### src/rtl/stopwatch_counter.sv
// MM:SS BCD stopwatch core clocked by clk with tick1Hz/tick2Hz clock enables.
// Optional countdown (countDown port) is enabled by defining STOPWATCH_COUNTDOWN_EN.
module stopwatch_counter #(
  parameter int MIN_LIMIT = 59,
  parameter int SEC_LIMIT = 59
) (
  input  logic       clk,
  input  logic       rst_n,
  input  logic       tick1Hz,
  input  logic       tick2Hz,
  input  logic       isAdj,
  input  logic       adjSel,
  input  logic       pause,
  input  logic       clear,
`ifdef STOPWATCH_COUNTDOWN_EN
  input  logic       countDown,
`endif
  output logic [3:0] min10,
  output logic [3:0] min1,
  output logic [2:0] sec10,
  output logic [3:0] sec1,
  output logic       rollover,
  output logic       blink
);

  localparam logic [3:0] MIN_LIM_T = 4'(MIN_LIMIT / 10);
  localparam logic [3:0] MIN_LIM_U = 4'(MIN_LIMIT % 10);
  localparam logic [2:0] SEC_LIM_T = 3'(SEC_LIMIT / 10);
  localparam logic [3:0] SEC_LIM_U = 4'(SEC_LIMIT % 10);

  logic       sec_at_lim, min_at_lim;
  logic [3:0] sec1_inc, min1_inc, min10_inc;
  logic [2:0] sec10_inc;

  logic [3:0] min10_d, min1_d, sec1_d;
  logic [2:0] sec10_d;
  logic       roll_d, blink_d;

  // Limits compare on the full two-digit value, so a field never passes its limit.
  assign sec_at_lim = (sec10 == SEC_LIM_T) && (sec1 == SEC_LIM_U);
  assign min_at_lim = (min10 == MIN_LIM_T) && (min1 == MIN_LIM_U);

  assign sec1_inc  = (sec_at_lim || sec1 == 4'd9) ? 4'd0 : sec1 + 4'd1;
  assign sec10_inc = sec_at_lim ? 3'd0 : ((sec1 == 4'd9) ? sec10 + 3'd1 : sec10);
  assign min1_inc  = (min_at_lim || min1 == 4'd9) ? 4'd0 : min1 + 4'd1;
  assign min10_inc = min_at_lim ? 4'd0 : ((min1 == 4'd9) ? min10 + 4'd1 : min10);

`ifdef STOPWATCH_COUNTDOWN_EN
  logic       sec_zero, min_zero;
  logic [3:0] sec1_dec, min1_dec, min10_dec;
  logic [2:0] sec10_dec;

  assign sec_zero  = (sec10 == 3'd0) && (sec1 == 4'd0);
  assign min_zero  = (min10 == 4'd0) && (min1 == 4'd0);
  assign sec1_dec  = sec_zero ? SEC_LIM_U : ((sec1 == 4'd0) ? 4'd9 : sec1 - 4'd1);
  assign sec10_dec = sec_zero ? SEC_LIM_T : ((sec1 == 4'd0) ? sec10 - 3'd1 : sec10);
  // Only used when minutes are non-zero; 00:00 holds instead of borrowing.
  assign min1_dec  = (min1 == 4'd0) ? 4'd9 : min1 - 4'd1;
  assign min10_dec = (min1 == 4'd0) ? min10 - 4'd1 : min10;
`endif

  always_comb begin
    min10_d = min10;
    min1_d  = min1;
    sec10_d = sec10;
    sec1_d  = sec1;
    roll_d  = 1'b0;
    blink_d = blink;
    if (clear) begin
      min10_d = 4'd0;
      min1_d  = 4'd0;
      sec10_d = 3'd0;
      sec1_d  = 4'd0;
      blink_d = 1'b0;
    end else if (isAdj) begin
      if (tick2Hz) begin
        blink_d = ~blink;
        if (adjSel) begin
          sec10_d = sec10_inc;
          sec1_d  = sec1_inc;
        end else begin
          min10_d = min10_inc;
          min1_d  = min1_inc;
        end
      end
    end else begin
      blink_d = 1'b0;
      if (tick1Hz && !pause) begin
`ifdef STOPWATCH_COUNTDOWN_EN
        if (countDown) begin
          if (!(sec_zero && min_zero)) begin
            sec10_d = sec10_dec;
            sec1_d  = sec1_dec;
            if (sec_zero) begin
              min10_d = min10_dec;
              min1_d  = min1_dec;
            end
            roll_d = min_zero && (sec10 == 3'd0) && (sec1 == 4'd1);
          end
        end else begin
`else
        begin
`endif
          sec10_d = sec10_inc;
          sec1_d  = sec1_inc;
          if (sec_at_lim) begin
            min10_d = min10_inc;
            min1_d  = min1_inc;
            roll_d  = min_at_lim;
          end
        end
      end
    end
  end

  always_ff @(posedge clk or negedge rst_n) begin
    if (!rst_n) begin
      min10    <= 4'd0;
      min1     <= 4'd0;
      sec10    <= 3'd0;
      sec1     <= 4'd0;
      rollover <= 1'b0;
      blink    <= 1'b0;
    end else begin
      min10    <= min10_d;
      min1     <= min1_d;
      sec10    <= sec10_d;
      sec1     <= sec1_d;
      rollover <= roll_d;
      blink    <= blink_d;
    end
  end

endmodule

### config.mk
export PLATFORM = sky130hd
export DESIGN_NAME = stopwatch_counter
export DESIGN_NICKNAME = d
export VERILOG_FILES = /design/src/rtl/stopwatch_counter.sv
export SDC_FILE = /design/constraint.sdc
export NUM_CORES = 1
export LEC_CHECK = 0
export ABC_AREA = 1
export CORE_ASPECT_RATIO = 1.25
export CORE_UTILIZATION = 53
export DETAILED_ROUTE_END_ITERATION = 12
export PLACE_DENSITY = 0.95
export SETUP_SLACK_MARGIN = 0.02
export SLEW_MARGIN = 20
export SYNTH_ARGS = -nofsm -noshare
export SYNTH_HDL_FRONTEND = slang
export SYNTH_SLANG_ARGS = --single-unit
### constraint.sdc
create_clock -name clk -period 2.96 [get_ports clk]
set_input_delay 0.74 -clock clk [delete_from_list [all_inputs] [get_ports clk]]
set_output_delay 0.74 -clock clk [all_outputs]
set_load 0.02 [all_outputs]
### Yosys cells after proc, flatten, opt, wreduce, memory -nomap -nowiden

Index checks and enable logic that the tools add are counted.
Widths: inputs -> output; s select.

* register bits after elaboration: 17
* word-level logic and storage cells: 63
* input bits: 8
* output and inout bits: 17

* eq/ne operators: 7
* muxes and demuxes: 35
* add/subtract/negate cells: 4
* bitwise gates (word level): 1
* reduce and logical (&&, ||, !) cells: 10

Operator list (count)
* $mux 4: 21
* $mux 3: 7
* $add 4x1->4 const B: 3
* $eq 4x4->1 const B: 2
* $mux 1: 7
* $ne 3x2->1 const B: 2
* $reduce_bool 3->1: 2
* $eq 4x3->1 const B: 1
* $reduce_and 4->1: 1
* $add 3x1->3 const B: 1
* $eq 3x3->1 const B: 1
* $logic_and 1x1->1: 3
* $ne 3x1->1 const B: 1
* $reduce_and 3->1: 1
* $logic_or 1x1->1: 2
* $logic_not 1->1: 1
* $not 1->1: 1

### Longest topological paths before layout

* depth in word-level cells: 8
* gate-level depth with buffers: 9
* gate-level depth less buffers: 9

### Least setup slack after synthesis

Ideal clock, no wire load.

* path kind: input to register
* start: input clear
* end: register min10[0]
* arrival time: 1.381 ns
* slack: 1.461 ns
* cell stages on the path: 6
* library setup time: 0.118 ns
* path buffers: 0
* cell sequence: nor2_1 inv_1 a21oi_1 nor2_4 nand3_1 nand2_1

* cells in the longest elaborated chain, start to end: 2

Ends and longest elaborated chain
* from (decl): line 14 `input logic clear,`
* $ne 3x2->1 (no line) or $reduce_bool 3->1 (tied branches)
* $reduce_and 4->1 (no line)
* to (signal assigned): line 125 `min10 <= min10_d;`
* to (decl): line 18 `output logic [3:0] min10,`

Parallel ways exist; a longest one is shown, timed or not.
A chain may end at the register's enable or synchronous reset.

### Worst setup path in the final report

* start: register min10[0]
* end: output min10[0]

No word-level cell between the ends.

==> results.yml <==
outcome:
  status: "finished clean"
sta:
  final_max_slew_viol_count: 0
  slew_headroom_pct: 48.72
  hold_viol: 0
  rsz0062_at_grt: "false"
  tns_ns: 0
  tightest_slew_ns: 0.7667
  max_freq_mhz: 464.5
  fin_ws_ns: 0.8070
  setup_viol: 0
  period_minus_slack_ns: 2.153
  fin_skew_ns: 0.002546
  period_share_pct: 72.74
floorplan:
  dieArea_um2: 2245
  chipWidth_um: 42.58
  boundaryPins: 25
  chipHeight_um: 52.73
  start_util_pct: 55.68
  rows: 18
  core-area_um2: 1959
min_path:
  hold_end: "sec10[1]"
  hp-start: "sec10[1]"
  holdPathStages: 2
  hold_class: "reg2reg"
setup_path:
  critPathMaxFanout: 7
  path_cells: "clkdlybuf4s50_1"
  worst-path-stages: 1
  slowest_delay_ns: 0.65
  worst_setup_path_start_kind: "flip-flop"
  crit_type: "reg2out"
  cp_slowest_cell: "clkdlybuf4s50_1"
  worst_r2r_startpoint: "min1[1]"
  crit_arrival_ns: 1.41
  ff2ff_setup_slack_ns: 1.40
  crit_family: "buffers and inverters"
  r2r_end: "min10[1]"
  worst_setup_path_end_kind: "output port"
  critPathBufInv: 1
  crit_required_ns: 2.22
  r2r_cells: 9
clock_tree:
  cts_tree: "built"
  root_buffer: "clkbuf_4"
  clk_latency_ns: 0.29
  cts_buffer_depth: 2
  cts.sinks: 17
  cts_hold_buffers: 0
  cts_buffers: 3
  htreeDepth: 1
  clk_pin_slew_ns: 0.10
  cts_resized: 0
  post_cts_buffers: 0
global_route:
  grt_first_pass_wirelength_mm: 3.926
  grt_use_total_pct: 23.32
  overflow: 0
  antenna_found_initial: 0
  grt_start_max_net_pins: 18
  grt_pass1_vias: 906
drt:
  drc_errors: 0
  ant_nets: 0
  via_count: 944
  routed_wl_mm: 2.307
  dr.first_iter.drc_count: 5
  avgRoutedWirePerCell_um: 12.89
  first_pass_iters: 4
  via_per_inst: 5.274
logic_synthesis:
  synth_area_leader_cell: "dfrtp_1"
  synth_top_cell_area_share_pct: 38.99
  yosys.cell_types.count: 25
  ys_seq_elements: 17
  avgSynthCellArea_um2: 8.329
  synthTopCellsByArea: "dfrtp_1, nand2_1, ha_1, nand3_1, inv_1"
  synth-main-ff-cell: "dfrtp_1"
  async_flop_share_pct: 100.0
  netlist_area_um2: 1091
  synth_cells: 131
  synthesis.nets: 147
  synth_edf_count: 0
  yosys_warnings: 0
  seq_area_frac_synth_pct: 38.99
  ys_top_cells_by_count: "nand2_1, dfrtp_1, inv_1, nand3_1, nor2_1"
  synth_most_common_cell: "nand2_1"
final_layout:
  area_delta_synth_final_pct: 26.72
  antennaDiodeCount: 0
  drive_gt1_share_pct: 15.09
  layout.nets: 176
power_and_ir_drop:
  sw_frac_of_total_pct: 37.07
  p_int_uw: 436.1
  seqPwrFrac_pct: 45.1
  power.total_uw: 693.0
  switchingPower_uw: 256.9
  power_frac_comb_pct: 36.8
  irDropWorstVdd_uv: 366.8
  p_leak_nw: 0.6745
  p_per_area_nw_per_um2: 501.2
  clockPowerShare_pct: 18.1
place:
  port_buffers: 24
  preCtsSetupSlack_ns: 0.8435
  place.gp.congestion: 0.8572
  dp.final_hpwl_mm: 1.788
run:
  cap_violations: 0
[metal layers]
| layer | global-route usage [%] | wire, um |
|---|---|---|
| met1 | 26.68 | 946 |
| met2 | 44.87 | 1271 |
| met3 | 2.069 | 70 |
| met4 | 7.813 | 19 |
| met5 | 0 | 0 |
[through the flow]
stage	util (%)	cell area [um2]	std cells	hold slack, ns
finish	70.56	1383	179	0.5507
global route	70.56	1383	179	0.5957
CTS	70.56	1383	179	0.5559
detailed placement	69.22	1356	175	0.5347
global placement	69.22	1356	175	0.5347
floorplan	-	1091	131	0.4444
[worst max-delay path by stage]
stage | slack (ns) | from | endpoint
6_report | 0.81 | min10[0] | min10[0]
5_1_grt | 0.76 | min10[1] | min10[1]
4_1_cts | 0.81 | min10[0] | min10[0]
3_5_place_dp | 0.84 | isAdj | min10[1]
3_3_place_gp | 0.85 | isAdj | min10[3]
2_1_floorplan | 1.46 | clear | min10[0]
[final cells by class]
type | instances | area [um2]
multi-input cells | 100 | 613.1
fillers | 159 | 576.8
flip-flops and latches | 17 | 425.4
repair buffers | 24 | 240.2
inverters | 14 | 52.55
clock buffers | 4 | 26.28
well taps | 20 | 25.02
[sequential cells by signal (all words and copies together), names as in the netlist]
register	count
blink	1
sec10	3
sec1	4
min10	4
rollover	1
min1	4
[power by group through the flow]
stage	logic [mW]	registers, mW	clock network (mW)
6_report	0.255	0.313	0.125
3_5_place_dp	0.256	0.317	0
4_1_cts	0.258	0.312	0.129
2_1_floorplan	0.112	0.349	0
5_1_grt	0.281	0.320	0.139
3_3_place_gp	0.248	0.314	0
[logic make-up after synthesis]
family	after synthesis	synth area share [%]
simple gates	77	36.81
buf+inv	14	4.816
mux	1	0.9175
xor+xnor	5	4.014
fa+ha+maj	8	9.175
flops	17	38.99
compound gates	9	5.276
[cell usage in the layout, fill, tap and decap left out, types with 2 or more instances in the layout]
cell type | synthesis | routed
ha_1 | 8 | 8
nand4_1 | 2 | 2
nor2_2 | 3 | 3
nand2_2 | 6 | 6
dfrtp_1 | 17 | 17
inv_1 | 13 | 13
clkbuf_4 | 0 | 3
nand3_2 | 3 | 3
nor2_4 | 2 | 2
o21ai_1 | 2 | 2
xor2_1 | 3 | 3
nor2_1 | 12 | 12
nand2_1 | 31 | 31
nand3b_1 | 2 | 2
nand3_1 | 12 | 12
clkdlybuf4s50_1 | 0 | 24
a21oi_1 | 2 | 2
xnor2_1 | 2 | 2
o21ai_2 | 3 | 3
Note: power is estimated with default switching activity, not from simulation.
